[src/rtl/capture_page_ctrl.sv]
// Paged capture buffer controller: fills a ring of RAM pages from the capture
// engine and hands closed pages to the host in write order over a shared RAM port.
module capture_page_ctrl #(
  parameter int SAMPLE_PACKET_WIDTH = 32,
  parameter int PAGE_ADDR_WIDTH     = 8,
  parameter int PAGE_SEL_WIDTH      = 2
) (
  input  logic                                    clk,
  input  logic                                    reset,
  input  logic [SAMPLE_PACKET_WIDTH-1:0]          packet_in,
  input  logic                                    packet_we,
  input  logic                                    capture_start,
  input  logic                                    capture_idle,
  output logic                                    page_full,
  output logic                                    overflow,
  output logic [PAGE_SEL_WIDTH+PAGE_ADDR_WIDTH-1:0] mem_addr,
  output logic [SAMPLE_PACKET_WIDTH-1:0]          mem_wdata,
  output logic                                    mem_we,
  input  logic [SAMPLE_PACKET_WIDTH-1:0]          mem_rdata,
  output logic                                    rd_page_valid,
  output logic [PAGE_SEL_WIDTH-1:0]               rd_page_num,
  output logic [PAGE_ADDR_WIDTH:0]                rd_page_words,
  input  logic                                    rd_req,
  input  logic [PAGE_ADDR_WIDTH-1:0]              rd_addr,
  output logic                                    rd_ack,
  output logic [SAMPLE_PACKET_WIDTH-1:0]          rd_data,
  output logic                                    rd_data_valid,
  input  logic                                    rd_page_release
);

  localparam int PAGES = 1 << PAGE_SEL_WIDTH;
  localparam int CW    = PAGE_ADDR_WIDTH + 1;

  typedef enum logic [1:0] {FREE, FILLING, READY} pageState_t;

  pageState_t                pageState     [PAGES];
  pageState_t                pageStateNext [PAGES];
  logic [CW-1:0]             pageCount     [PAGES];
  logic [CW-1:0]             pageCountNext [PAGES];
  logic [PAGE_SEL_WIDTH-1:0] wrPage, wrPageNext, rdPtr, rdPtrNext;
  logic [PAGE_ADDR_WIDTH-1:0] wrOffset, wrOffsetNext;
  logic [CW-1:0]             effCount;
  logic                      idlePrev, readPending, rdDataValid;
  logic                      accept, drop, rdAccept, idleRise, relPage, fullNext, pageDone;

  // State register
  always_ff @(posedge clk or posedge reset) begin
    if (reset) begin
      pageState   <= '{default: FREE};
      pageCount   <= '{default: '0};
      wrPage      <= '0;
      wrOffset    <= '0;
      rdPtr       <= '0;
      idlePrev    <= 1'b0;
      page_full   <= 1'b0;
      overflow    <= 1'b0;
      mem_we      <= 1'b0;
      mem_addr    <= '0;
      mem_wdata   <= '0;
      readPending <= 1'b0;
      rdDataValid <= 1'b0;
    end else begin
      pageState   <= pageStateNext;
      pageCount   <= pageCountNext;
      wrPage      <= wrPageNext;
      wrOffset    <= wrOffsetNext;
      rdPtr       <= rdPtrNext;
      idlePrev    <= capture_idle;
      page_full   <= fullNext;
      overflow    <= (overflow & ~capture_start) | drop;
      mem_we      <= accept;
      readPending <= rdAccept;
      rdDataValid <= readPending;
      if (accept) begin
        mem_addr  <= {wrPage, wrOffset};
        mem_wdata <= packet_in;
      end else if (rdAccept) begin
        mem_addr  <= {rdPtr, rd_addr};
      end
    end
  end

  // Next-state logic
  always_comb begin
    accept        = packet_we && !page_full;
    drop          = packet_we && page_full;
    rdAccept      = rd_req && rd_page_valid && !accept;
    idleRise      = capture_idle && !idlePrev;
    relPage       = rd_page_release && rd_page_valid;
    effCount      = {1'b0, wrOffset} + CW'(accept);
    pageDone      = accept && (wrOffset == '1);
    pageStateNext = pageState;
    pageCountNext = pageCount;
    wrPageNext    = wrPage;
    wrOffsetNext  = wrOffset;
    rdPtrNext     = rdPtr;
    if (accept) begin
      pageStateNext[wrPage] = FILLING;
      wrOffsetNext          = wrOffset + 1'b1;
    end
    // A packet landing in the same cycle as the idle edge is counted in the closed page.
    if (pageDone || (idleRise && effCount != '0)) begin
      pageStateNext[wrPage] = READY;
      pageCountNext[wrPage] = effCount;
      wrPageNext            = wrPage + 1'b1;
      wrOffsetNext          = '0;
    end
    if (relPage) begin
      pageStateNext[rdPtr] = FREE;
      rdPtrNext            = rdPtr + 1'b1;
    end
    fullNext = (pageStateNext[wrPageNext] == READY);
  end

  // Output logic
  always_comb begin
    rd_page_valid = (pageState[rdPtr] == READY);
    rd_page_num   = rdPtr;
    rd_page_words = rd_page_valid ? pageCount[rdPtr] : '0;
    rd_ack        = rdAccept;
    rd_data_valid = rdDataValid;
    rd_data       = rdDataValid ? mem_rdata : '0;
  end

endmodule
[config.mk]
export PLATFORM = sky130hd
export DESIGN_NAME = capture_page_ctrl
export DESIGN_NICKNAME = d
export VERILOG_FILES = /design/src/rtl/capture_page_ctrl.sv
export SDC_FILE = /design/constraint.sdc
export NUM_CORES = 1
export LEC_CHECK = 0
export CORE_ASPECT_RATIO = 0.5
export CORE_MARGIN = 2
export CORE_UTILIZATION = 27
export DETAILED_ROUTE_END_ITERATION = 8
export PLACE_DENSITY = 0.48
export SYNTH_ARGS = -nofsm -noshare
export SYNTH_HDL_FRONTEND = slang
export SYNTH_SLANG_ARGS = --single-unit
export TNS_END_PERCENT = 5
[constraint.sdc]
create_clock -name clk -period 10.44 [get_ports clk]
set_clock_uncertainty 0.15 [all_clocks]
set_input_delay 1.044 -clock clk [delete_from_list [all_inputs] [get_ports clk]]
set_output_delay 1.044 -clock clk [all_outputs]
set_load 0.05 [all_outputs]
==> results of run 1 <==
==> worst reg2reg max path: cells and delay by family (launching register included) <==
kind / cells / cell delay, ns
and+or+nand+nor: 4 / 1.07
DFF: 1 / 0.48
AOI/OAI and AO/OA: 3 / 0.83
adders and majority gates: 2 / 0.57
buffers and inverters: 1 / 0.63
xor gates and xnor gates: 1 / 0.23
==> cells in the mapped netlist, types with 2 or more instances <==
master / count
nand3_1: 3
buf_6: 4
nor3_1: 5
buf_2: 5
o21ai_0: 27
nand4_1: 4
nor2_1: 16
a221oi_1: 3
o21ai_1: 16
a22oi_1: 3
mux2i_1: 9
buf_4: 2
mux2_1: 2
inv_1: 8
inv_2: 2
xor2_1: 7
and2_1: 33
a21oi_1: 10
nor2b_1: 11
xnor2_1: 5
ha_1: 11
nand2b_1: 6
and3_4: 2
clkbuf_1: 14
nand2_1: 52
mux4_2: 10
mux2_2: 38
dfrtp_1: 104
==> layout make-up <==
class	instances	area [um^2]	area share, %
Clock buffer	9	225.2	3.113
Multi-Input combinational cell	295	2236	30.91
Tap cell	240	300.3	4.151
Clock inverter	7	101.3	1.401
Inverter	10	40.04	0.5534
Timing Repair Buffer	174	1729	23.90
Sequential cell	104	2603	35.97
==> how the worst max path moves through the flow <==
stage | end | depth (start not counted) | slack, ns | start
floorplan | page_full | 15 | 6.32 | packet_we
global placement | page_full | 12 | 5.35 | packet_we
detailed placement | page_full | 12 | 5.28 | packet_we
CTS | page_full | 12 | 5.66 | packet_we
global route | page_full | 12 | 5.41 | packet_we
finish | page_full | 12 | 5.72 | packet_we
==> registers in the layout, summed over array words and instances, names as in the netlist, 2 cells and up <==
register / cells
mem_wdata: 32
mem_addr: 10
wrPage: 2
rd_page_num: 2
wrOffset: 8
pageCount: 36
pageState: 8
==> layer usage <==
metal	routed length, um	vias to the layer above	global-route usage, %
met5	0	-	0
met4	242	0	3.875
met3	631	18	3.159
met2	5984	99	21.04
met1	6015	1787	17.76
li1	-	1817	-
==> through the flow <==
step	total power, mW	std cells	hold WS, ns	instance area [um^2]	util, %
2_1_floorplan	1.283	436	0.1812	5015	-
3_3_place_gp	1.598	823	0.1855	6908	37.74
3_5_place_dp	1.596	823	0.1858	6908	37.74
4_1_cts	1.978	839	0.2033	7234	39.52
5_1_grt	2.064	839	0.2239	7234	39.52
6_report	1.950	839	0.2016	7234	39.52
==> where the power goes <==
part	switching [mW]	leakage, nW	internal [mW]
logic	0.571	1.52	0.367
registers	0.116	1.32	0.525
clock network	0.159	0.158	0.213
==> cells by family after synthesis <==
family,Yosys count,synth area share [%]
and+or+nand+nor,141,14.67
buffers and inverters,37,3.667
DFF,104,51.90
AOI/OAI and AO/OA,69,8.459
muxes,59,15.27
adders and majority gates,11,2.744
xor gates and xnor gates,15,3.294
==> flow_summary_export.csv, run 1 <==
group,metric,value,unit
route,routed_wl,12870,um
timing,fin_ws,5.718,ns
timing,hold_viol,0,
clocking,cts_root_buffer,"clkbuf_16",
clocking,numCtsBuffers,9,
timing,period_share,45.23,%
finish,mostFrequentLayoutCells,"169 x clkdlybuf4s50_1, 104 x dfrtp_1, 52 x nand2_1",
finish,drive_above_1_share,14.52,%
timing,setup_tns,0,ns
worst_setup_path,max_stage_delay,0.63,ns
synthesis,seq_area_frac_synth,51.90,%
hold_path,hold_class,"reg -> reg",
clocking,cts_sinks,104,
timing,rsz0062_at_grt,"false",
timing,fmax,0.2118,GHz
placed_design,io_buffers,169,
worst_setup_path,reg2regPathDepth,11,
clocking,htreeDepth,3,
run_status,status,"complete, no violations",
worst_setup_path,crit_chain,"clkdlybuf4s50_1 > nor2b_4 > buf_4 > ha_1 > ha_1 > nand3_1 > xor2_2 > a31oi_4 > or2_1 > nand2_4 > a222oi_1 > a2bb2oi_1",
floorplanning,die_h,100.4,um
worst_setup_path,cp_slowest_cell,"buf_4",
synthesis,ys_warn_count,0,
hold_path,hp-start,"readPending",
worst_setup_path,r2r_setup_slack,6.41,ns
synthesis,synthArstFlopShare,100.0,%
synthesis,yosys.cell_types.count,52,
finish,fill_cells,1796,
timing,max_slew.worst_pin.slew,0.8126,ns
floorplanning,start_util,27.40,%
finish,n_antenna_cell,0,
floorplanning,core,18310,um^2
route,vias,3721,
synthesis,syn_nets,526,
run,maxCapViolCount,0,
hold_path,hold-path-cell-count,0,
timing,finalMaxSlewViolations,0,
timing,period_minus_slack,4.722,ns
grt,overflow,0,
synthesis,synth_top_area_share,51.90,%
worst_setup_path,cp_top_family,"buffers and inverters",
worst_setup_path,r2r_end,"page_full",
worst_setup_path,end_kind,"flop",
worst_setup_path,crit_top_cell,"ha_1",
grt,grt_pass1_wl,20340,um
worst_setup_path,r2r_start,"page_full",
grt,grt_max_degree,71,
worst_setup_path,startpoint_type,"input port",
synthesis,syn_area,5015,um^2
pwr,leakage,3.002,nW
synthesis,synth_top_cell_by_area,"dfrtp_1",
worst_setup_path,critPathMaxFanout,70,
clocking,cts_hold_buf,0,
grt,first_global_vias,3747,
synthesis,synth_edf_count,0,
floorplanning,io-pin-count,170,
synthesis,postSynthCellCount,436,
finish,area_growth,44.26,%
worst_setup_path,worst_ep_required_time,10.56,ns
route,drc,0,
placed_design,gp_congestion,0.7827,
floorplanning,dieArea,19750,um^2
worst_setup_path,cp.buffers_inverters,2,
synthesis,postSynthAreaPerCell,11.50,um^2
route,wl_per_cell,15.34,um
route,drt_iter0_markers,215,
pwr,power.density,269.5,nW/um^2
worst_setup_path,arrival,4.84,ns
timing,relSlewSlack,45.82,%
grt,grt_usage,13.13,%
route,antenna_left,0,
pwr,ir_drop,0.0001236,V
finish,final_common_cell,"clkdlybuf4s50_1",
route,drt_pass1_iterations,4,
grt,antenna_found_initial,0,
route,vias_per_cell,4.435,
clocking,post_cts_buffers,0,
synthesis,ys_ff_latch,104,
clocking,worstSkewPairLatency,0.34,ns
floorplanning,rows,35,
clocking,cts_tree,"yes",
placed_design,dpl.hpwl,9043,um
clocking,clk_pin_slew,0.07,ns
synthesis,synthFlopType,"dfrtp_1",
worst_setup_path,crit_type,"in -> reg",
clocking,clockBufferDepth,2,
timing,setup_viol_count_final,0,
hold_path,holdPathEnd,"rd_data_valid",
placed_design,dpl_worst_slack,5.279,ns
synthesis,synthTopCellsByArea,"dfrtp_1 52%, mux2_2 8.5%, mux4_2 4.5%",
finish,nets,684,
clocking,cts_resized,0,
floorplanning,die_w,196.7,um
Note: power is estimated with default switching activity, not from simulation.
==> run 2: changes to the inputs <==
--- a/config.mk
+++ b/config.mk
@@ -9,7 +9,7 @@
 export CORE_MARGIN = 2
 export CORE_UTILIZATION = 27
 export DETAILED_ROUTE_END_ITERATION = 8
-export PLACE_DENSITY = 0.48
+export PLACE_DENSITY = 0.5
 export SYNTH_ARGS = -nofsm -noshare
 export SYNTH_HDL_FRONTEND = slang
 export SYNTH_SLANG_ARGS = --single-unit
==> constraint.sdc (replaced) <==
create_clock -name clk -period 4.28 [get_ports clk]
set_clock_uncertainty 0.15 [all_clocks]
set_input_delay 0.428 -clock clk [delete_from_list [all_inputs] [get_ports clk]]
set_output_delay 0.428 -clock clk [all_outputs]
set_load 0.05 [all_outputs]
==> flow_summary_export.csv, run 2 (synthesis gave the netlist of run 1 again) <==
group,metric,value,unit
worst_setup_path,worst_ep_required_time,3.70,ns
finish,n_antenna_cell,0,
grt,met1_usage,17.19,%
hold_path,hold-path-cell-count,0,
placed_design,dpl_worst_slack,0.7048,ns
clocking,htreeDepth,3,
finish,largest_register_ffs,36,
placed_design,dpl_cell_area,6950,um^2
clocking,cts_tree,"yes",
grt,antenna_found_initial,0,
pwr,power.density,644.0,nW/um^2
route,drc,0,
grt,first_global_vias,3705,
timing,max_slew.worst_pin.slew,0.7885,ns
floorplanning,die_h,100.4,um
floorplanning,io-pin-count,170,
timing,hold_viol,0,
finish,nets,688,
worst_setup_path,crit_start,"rd_page_num[1]",
finish,drive_above_1_share,15.09,%
finish,fill_cells,1810,
grt,busiest_layer,"met2",
placed_design,gp_congestion,0.8174,
pwr,power_frac_comb,50.9,%
run,maxCapViolCount,0,
pwr,pwr-share-seq,31.9,%
pwr,total_power,4.662,mW
pwr,switchingPower,2.051,mW
timing,period_share,82.56,%
route,vias,3726,
clocking,cts_resized,0,
pwr,ir_drop,0.0003318,V
floorplanning,core,18310,um^2
route,vias_per_cell,4.420,
worst_setup_path,reg2regPathDepth,10,
timing,fmax,0.2830,GHz
run_status,status,"complete, no violations",
grt,grt_max_degree,69,
clocking,worstSkewPairLatency,0.34,ns
timing,setup_viol_count_final,0,
timing,setup_tns,0,ns
route,wl_per_cell,14.76,um
finish,final_area,7239,um^2
clocking,numCtsBuffers,9,
placed_design,io_buffers,169,
timing,period_minus_slack,3.534,ns
floorplanning,rows,35,
pwr,leakage,3.004,nW
floorplanning,start_util,27.40,%
grt,grt_pass1_wl,19880,um
route,routed_wl,12440,um
pwr,internal_power,2.611,mW
pwr,p_sw_share,43.99,%
clocking,cts_sinks,104,
finish,largestRegisters,"pageCount (36), mem_wdata (32), mem_addr (10)",
worst_setup_path,startpoint_type,"flop",
timing,rsz0062_at_grt,"false",
worst_setup_path,arrival,2.96,ns
worst_setup_path,crit_type,"reg -> out",
timing,fin_ws,0.7464,ns
grt,met2_usage,20.85,%
floorplanning,dieArea,19750,um^2
worst_setup_path,end_kind,"primary output",
floorplanning,die_w,196.7,um
hold_path,hp-start,"readPending",
worst_setup_path,r2r_start,"page_full",
route,drt_pass1_iterations,4,
finish,regArea,2603,um^2
hold_path,hold_class,"reg -> reg",
timing,finalMaxSlewViolations,0,
grt,use_met3,3.192,%
timing,relSlewSlack,47.44,%
grt,overflow,0,
clocking,post_cts_buffers,0,
finish,area_growth,44.36,%
route,antenna_left,0,
route,drt_iter0_markers,222,
worst_setup_path,critPathMaxFanout,13,
finish,multiInputGateArea,2236,um^2
clocking,clk_pin_slew,0.08,ns
finish,top_register,"pageCount",
clocking,clockBufferDepth,2,
clocking,cts_hold_buf,0,
pwr,pwr-share-clk,17.2,%
finish,final_common_cell,"clkdlybuf4s50_1",
grt,grt_usage,12.76,%
clocking,cts_root_buffer,"clkbuf_16",
placed_design,dpl.hpwl,8920,um
finish,mostFrequentLayoutCells,"169 x clkdlybuf4s50_1, 104 x dfrtp_1, 52 x nand2_1",
==> run 2: cell count changes in the layout (fill, tap and decap cells not counted) <==
cell and change:
clkbuf_8 +1, clkinv_2 -1, inv_8 -1, bufinv_16 -2, inv_6 +2, buf_4 +3, clkinvlp_4 +1, buf_12 +1
==> run 2: cell type report <==
cell class / instances / area share [%]
Multi-Input combinational cell: 295 / 30.88
Clock buffer: 10 / 3.301
Clock inverter: 6 / 0.6913
Inverter: 10 / 0.5531
Timing Repair Buffer: 178 / 24.47
Sequential cell: 104 / 35.95
Tap cell: 240 / 4.148
==> run 2: power by group through the flow <==
stage          Clock [mW]  Sequential, mW  Combinational (mW)
6_report            0.800            1.49                2.37
4_1_cts             0.833            1.49                2.41
3_5_place_dp            0            1.51                2.40
3_3_place_gp            0            1.51                2.41
2_1_floorplan           0            2.08                1.05
5_1_grt             0.872            1.54                2.54
==> run 2: metal layers <==
metal | up-vias | wire length, um | part of all wire [%]
li1 | 1822 | - | -
met1 | 1817 | 5949 | 48
met3 | 11 | 531 | 4.3
met4 | 0 | 115 | 0.92
met2 | 76 | 5843 | 47
met5 | - | 0 | 0
==> run 2: metrics by stage <==
step                      hold slack, ns  std cells  utilization, %
after floorplan                   0.1812        436               -
after detailed placement          0.1920        827           37.97
after global routing              0.2224        843           39.55
final                             0.2056        843           39.55
after CTS                         0.2088        843           39.55
after global placement            0.1858        827           37.97
==> run 2: worst paths after layout <==
path / to / slack (ns)
hold / removal: rd_data_valid / 0.21
min in group asynchronous: mem_wdata[25] / 0.41
setup / recovery: rd_ack / 0.75
max in group asynchronous: pageCount[11] / 2.83
setup reg to reg: page_full / 1.25
hold reg to reg: rd_data_valid / 0.21
==> run 2: critical path, cell delays in order (launching register included) <==
cell	delay [ns]
dfrtp_1	0.36
buf_4	0.20
inv_1	0.16
mux4_2	0.49
inv_2	0.12
nand2_2	0.24
nor2_1	0.21
clkdlybuf4s50_1	0.83
==> edit 1 (config.mk and constraints of run 2) <==
Register the output `overflow` once more, cleared by the reset; this adds one clock of latency there. The other outputs are not delayed to match.
--- a/src/rtl/capture_page_ctrl.sv
+++ b/src/rtl/capture_page_ctrl.sv
@@ -35,2 +35,4 @@
 
+  logic overflow_s0;
+
   pageState_t                pageState     [PAGES];
@@ -55,3 +57,3 @@
       page_full   <= 1'b0;
-      overflow    <= 1'b0;
+      overflow_s0 <= 1'b0;
       mem_we      <= 1'b0;
@@ -69,3 +71,3 @@
       page_full   <= fullNext;
-      overflow    <= (overflow & ~capture_start) | drop;
+      overflow_s0 <= (overflow_s0 & ~capture_start) | drop;
       mem_we      <= accept;
@@ -124,2 +126,10 @@
 
+  always_ff @(posedge clk or posedge reset) begin
+    if (reset) begin
+      overflow <= '0;
+    end else begin
+      overflow <= overflow_s0;
+    end
+  end
+
 endmodule
Formal check against the unedited RTL: no difference found for any inputs over 4 cycles, from zero or initial values and one cycle with reset high; that may be too few to reach the edited logic, so the function may still have changed.
==> edit 1 against run 2 <==
Sequential cell count is 1 higher. Largest cell class unchanged. Worst setup slack worse by 78 ps. Sequential share of layout area shrank 0.52 points. Synthesized area up 2.5%. Register-to-register slack got worse by 400 ps. Total power shrank 6.1%. Maximum frequency down 2.2%. Cell count grew 4.4%. Wire length up 8.7%. Cell area is 2.5% higher. Count of clock-buffer cells in the layout unchanged. Via count increased by 5.3%. Clock power rose by 16%.
==> edit 1: results <==
critical_path:
  reg2reg_depth: 7
  path_max_fanout: 17
  cp_slowest_cell: "o41a_1"
  cp_data_arrival_time_ps: 3690
  reg2reg_setup_slack_ps: 850
  crit_family: "compound AO/OA/AOI/OAI gates"
  rr_startpoint: "page_full"
  critPathKind: "in -> reg"
  critPathLaunch: "packet_we"
  max_stage_delay_ps: 680
routing:
  wl_met3_um: 931
  dr.pass1.iters: 5
  met1Wirelength_um: 6660
  wl_um: 13500
  routed_via_density: 4.46
  dr_wl_met2_um: 5860
  first_iter_violations: 171
  via_count: 3924
cells_and_area:
  bufAreaShareNonClock_pct: 23.7
  fillCellCount: 1818
  postLayoutCellArea_um2: 7420
  reg_top3: "pageCount (36), mem_wdata (32), mem_addr (10)"
  clock_area_share_pct: 4.54
  multi_input_gates: 313
  seq-cell-share_pct: 35.4
  final_nets: 706
  drive_above_1_share_pct: 13.4
  n_all_inverters: 9
  multi_input_area_um2: 2330
cts:
  cts_resized: 0
  clock-sinks: 105
placed_design:
  place_area_um2: 7080
  hpwl_um: 9700
  placedCellCount: 864
  place.gp.congestion: 0.796
power_and_ir_drop:
  ir_drop_uv: 228
  power.static_leakage_uw: 0.00306
logic_synthesis:
  synth_compound_area_share_pct: 11.0
  yosys-top-cells-area: "dfrtp_1, mux2_2, nand2_1"
  syn_avg_cell_area_um2: 11.3
  synthTopCellsByCount: "dfrtp_1, nand2_1, o21ai_0"
  synth.distinct_cells: 44
  syn_nets: 544
  synthMuxAreaShare_pct: 15.3
  synth-xor-area-share_pct: 2.39
grt:
  grt_pass1_vias: 4006
  use_met3_pct: 3.80
  grt_first_pass_wirelength_um: 21900
  grt_max_degree: 82
  use_met1_pct: 19.9
  grt_usage_pct: 14.0
  use_met2_pct: 21.4
outcome:
  status: "finished clean"
timing:
  tightest_slew_ps: 1020
[edit 1: changes by cell type in the layout (fill, tap and decap cells not counted), sizes merged, moves of 2 or more]
cell	delta
bufinv	+2
xnor2	+2
a32oi	+2
o21ai	+2
a221oi	+3
a21boi	+2
nor3	-2
and3	-2
xor2	-3
mux2i	+2
a2111oi	+2
clkinvlp	-2
nand2	+8
[edit 1: per-stage QoR]
step / worst slack (ps) / power (µW) / hold slack, ps / utilization, %
3_3_place_gp: 400 / 3490 / 183 / 38.2
5_1_grt: 506 / 4650 / 207 / 40.0
6_report: 668 / 4380 / 200 / 40.0
4_1_cts: 672 / 4440 / 203 / 40.0
2_1_floorplan: 436 / 2820 / 181 / -
3_5_place_dp: 311 / 3490 / 186 / 38.2
[edit 1: report_power, final]
group,leakage (µW),switching [µW],internal [µW]
Sequential,0.00134,192,1250
Combinational,0.00156,1240,777
Clock,0.000166,387,538
==> edit 2 (config.mk and constraints of run 2) <==
Without the edit above. The parameter `SAMPLE_PACKET_WIDTH` goes from 32 to 40.
--- a/src/rtl/capture_page_ctrl.sv
+++ b/src/rtl/capture_page_ctrl.sv
@@ -3,3 +3,3 @@
 module capture_page_ctrl #(
-  parameter int SAMPLE_PACKET_WIDTH = 32,
+  parameter int SAMPLE_PACKET_WIDTH = 40,
   parameter int PAGE_ADDR_WIDTH     = 8,
Interface: changed (resized mem_rdata, mem_wdata, packet_in and rd_data); port bits go from 170 to 202. The function was not compared with the original's and may differ.
==> edit 2 against run 2 <==
Critical endpoint is now pageCount[27]. Total power down 2.3%. Utilization up 1.3 points. Worst setup slack worse by 23 ps. Synthesized area up 9.5%. Wire length up 31%. Largest power group unchanged. Non-clock buffer count up 31. Cell count up 21%. Critical path type is now in -> reg. Highest routed layer unchanged. Sequential cell count up 8. Cell area up 11%.
==> edit 2: results <==
outcome:
  status: "finished clean"
grt:
  use_met2_pct: 24.4
  grt_usage_pct: 15.2
  use_met1_pct: 21.2
routing:
  via_count: 4552
  wl_per_cell_um: 15.9
  dr_wl_met2_um: 7660
logic_synthesis:
  syn_nets: 670
  synth_compound_area_share_pct: 10.7
  synthTopCellsByCount: "nand2_1, dfrtp_1, and2_1, o21ai_0, clkbuf_1"
  synth-xor-area-share_pct: 2.23
  syn_inst: 564
  synth_fa_ha_area_share_pct: 2.51
critical_path:
  r2r-end: "pageCount[27]"
  critPathLaunch: "packet_we"
  cp_data_arrival_time_ps: 3640
  reg2reg_setup_slack_ps: 810
  critPathKind: "in -> reg"
  path_max_fanout: 17
  crit_family: "compound AO/OA/AOI/OAI gates"
placed_design:
  portBuffers: 201
  hpwl_um: 12000
  dpl_worst_slack_ps: 344
cells_and_area:
  drive_above_1_share_pct: 7.81
timing:
  hold_slack_ps: 201
  relSlewSlack_pct: 39.3
-- edit 2: cell count changes in the layout (fill, tap and decap cells not counted), moves of 8 or more --
cell                    run 2  this run
nand2_1                    52       178
mux2_2                     38         6
clkdlybuf4s50_1           169       200
o21ai_1                    16         0
o21ai_0                    27        41
and2_1                     33        41
dfrtp_1                   104       112
-- edit 2: power breakdown --
part,total [µW],switching [µW],leakage (µW),internal [µW]
combinational,2170,1380,0.00191,793
sequential,1520,195,0.00144,1320
clock,868,396,0.000145,473
-- edit 2: worst reg2reg max path: stages (launching register included) --
cell      delay [ps]
dfrtp_1          410
nand2b_2         200
inv_2             60
ha_1             220
ha_1             310
or4_4            450
o41a_1           670
o21ai_4          510
mux2_2           390
-- edit 2: area by class of cell --
cell class / count / area (µm²)
repair buffers: 209 / 2080
fillers: 1987 / 11600
multi-input cells: 408 / 2480
inverters: 10 / 40.0
flip-flops and latches: 112 / 2800
clock inverters: 6 / 67.6
clock buffers: 10 / 239
well taps: 266 / 333
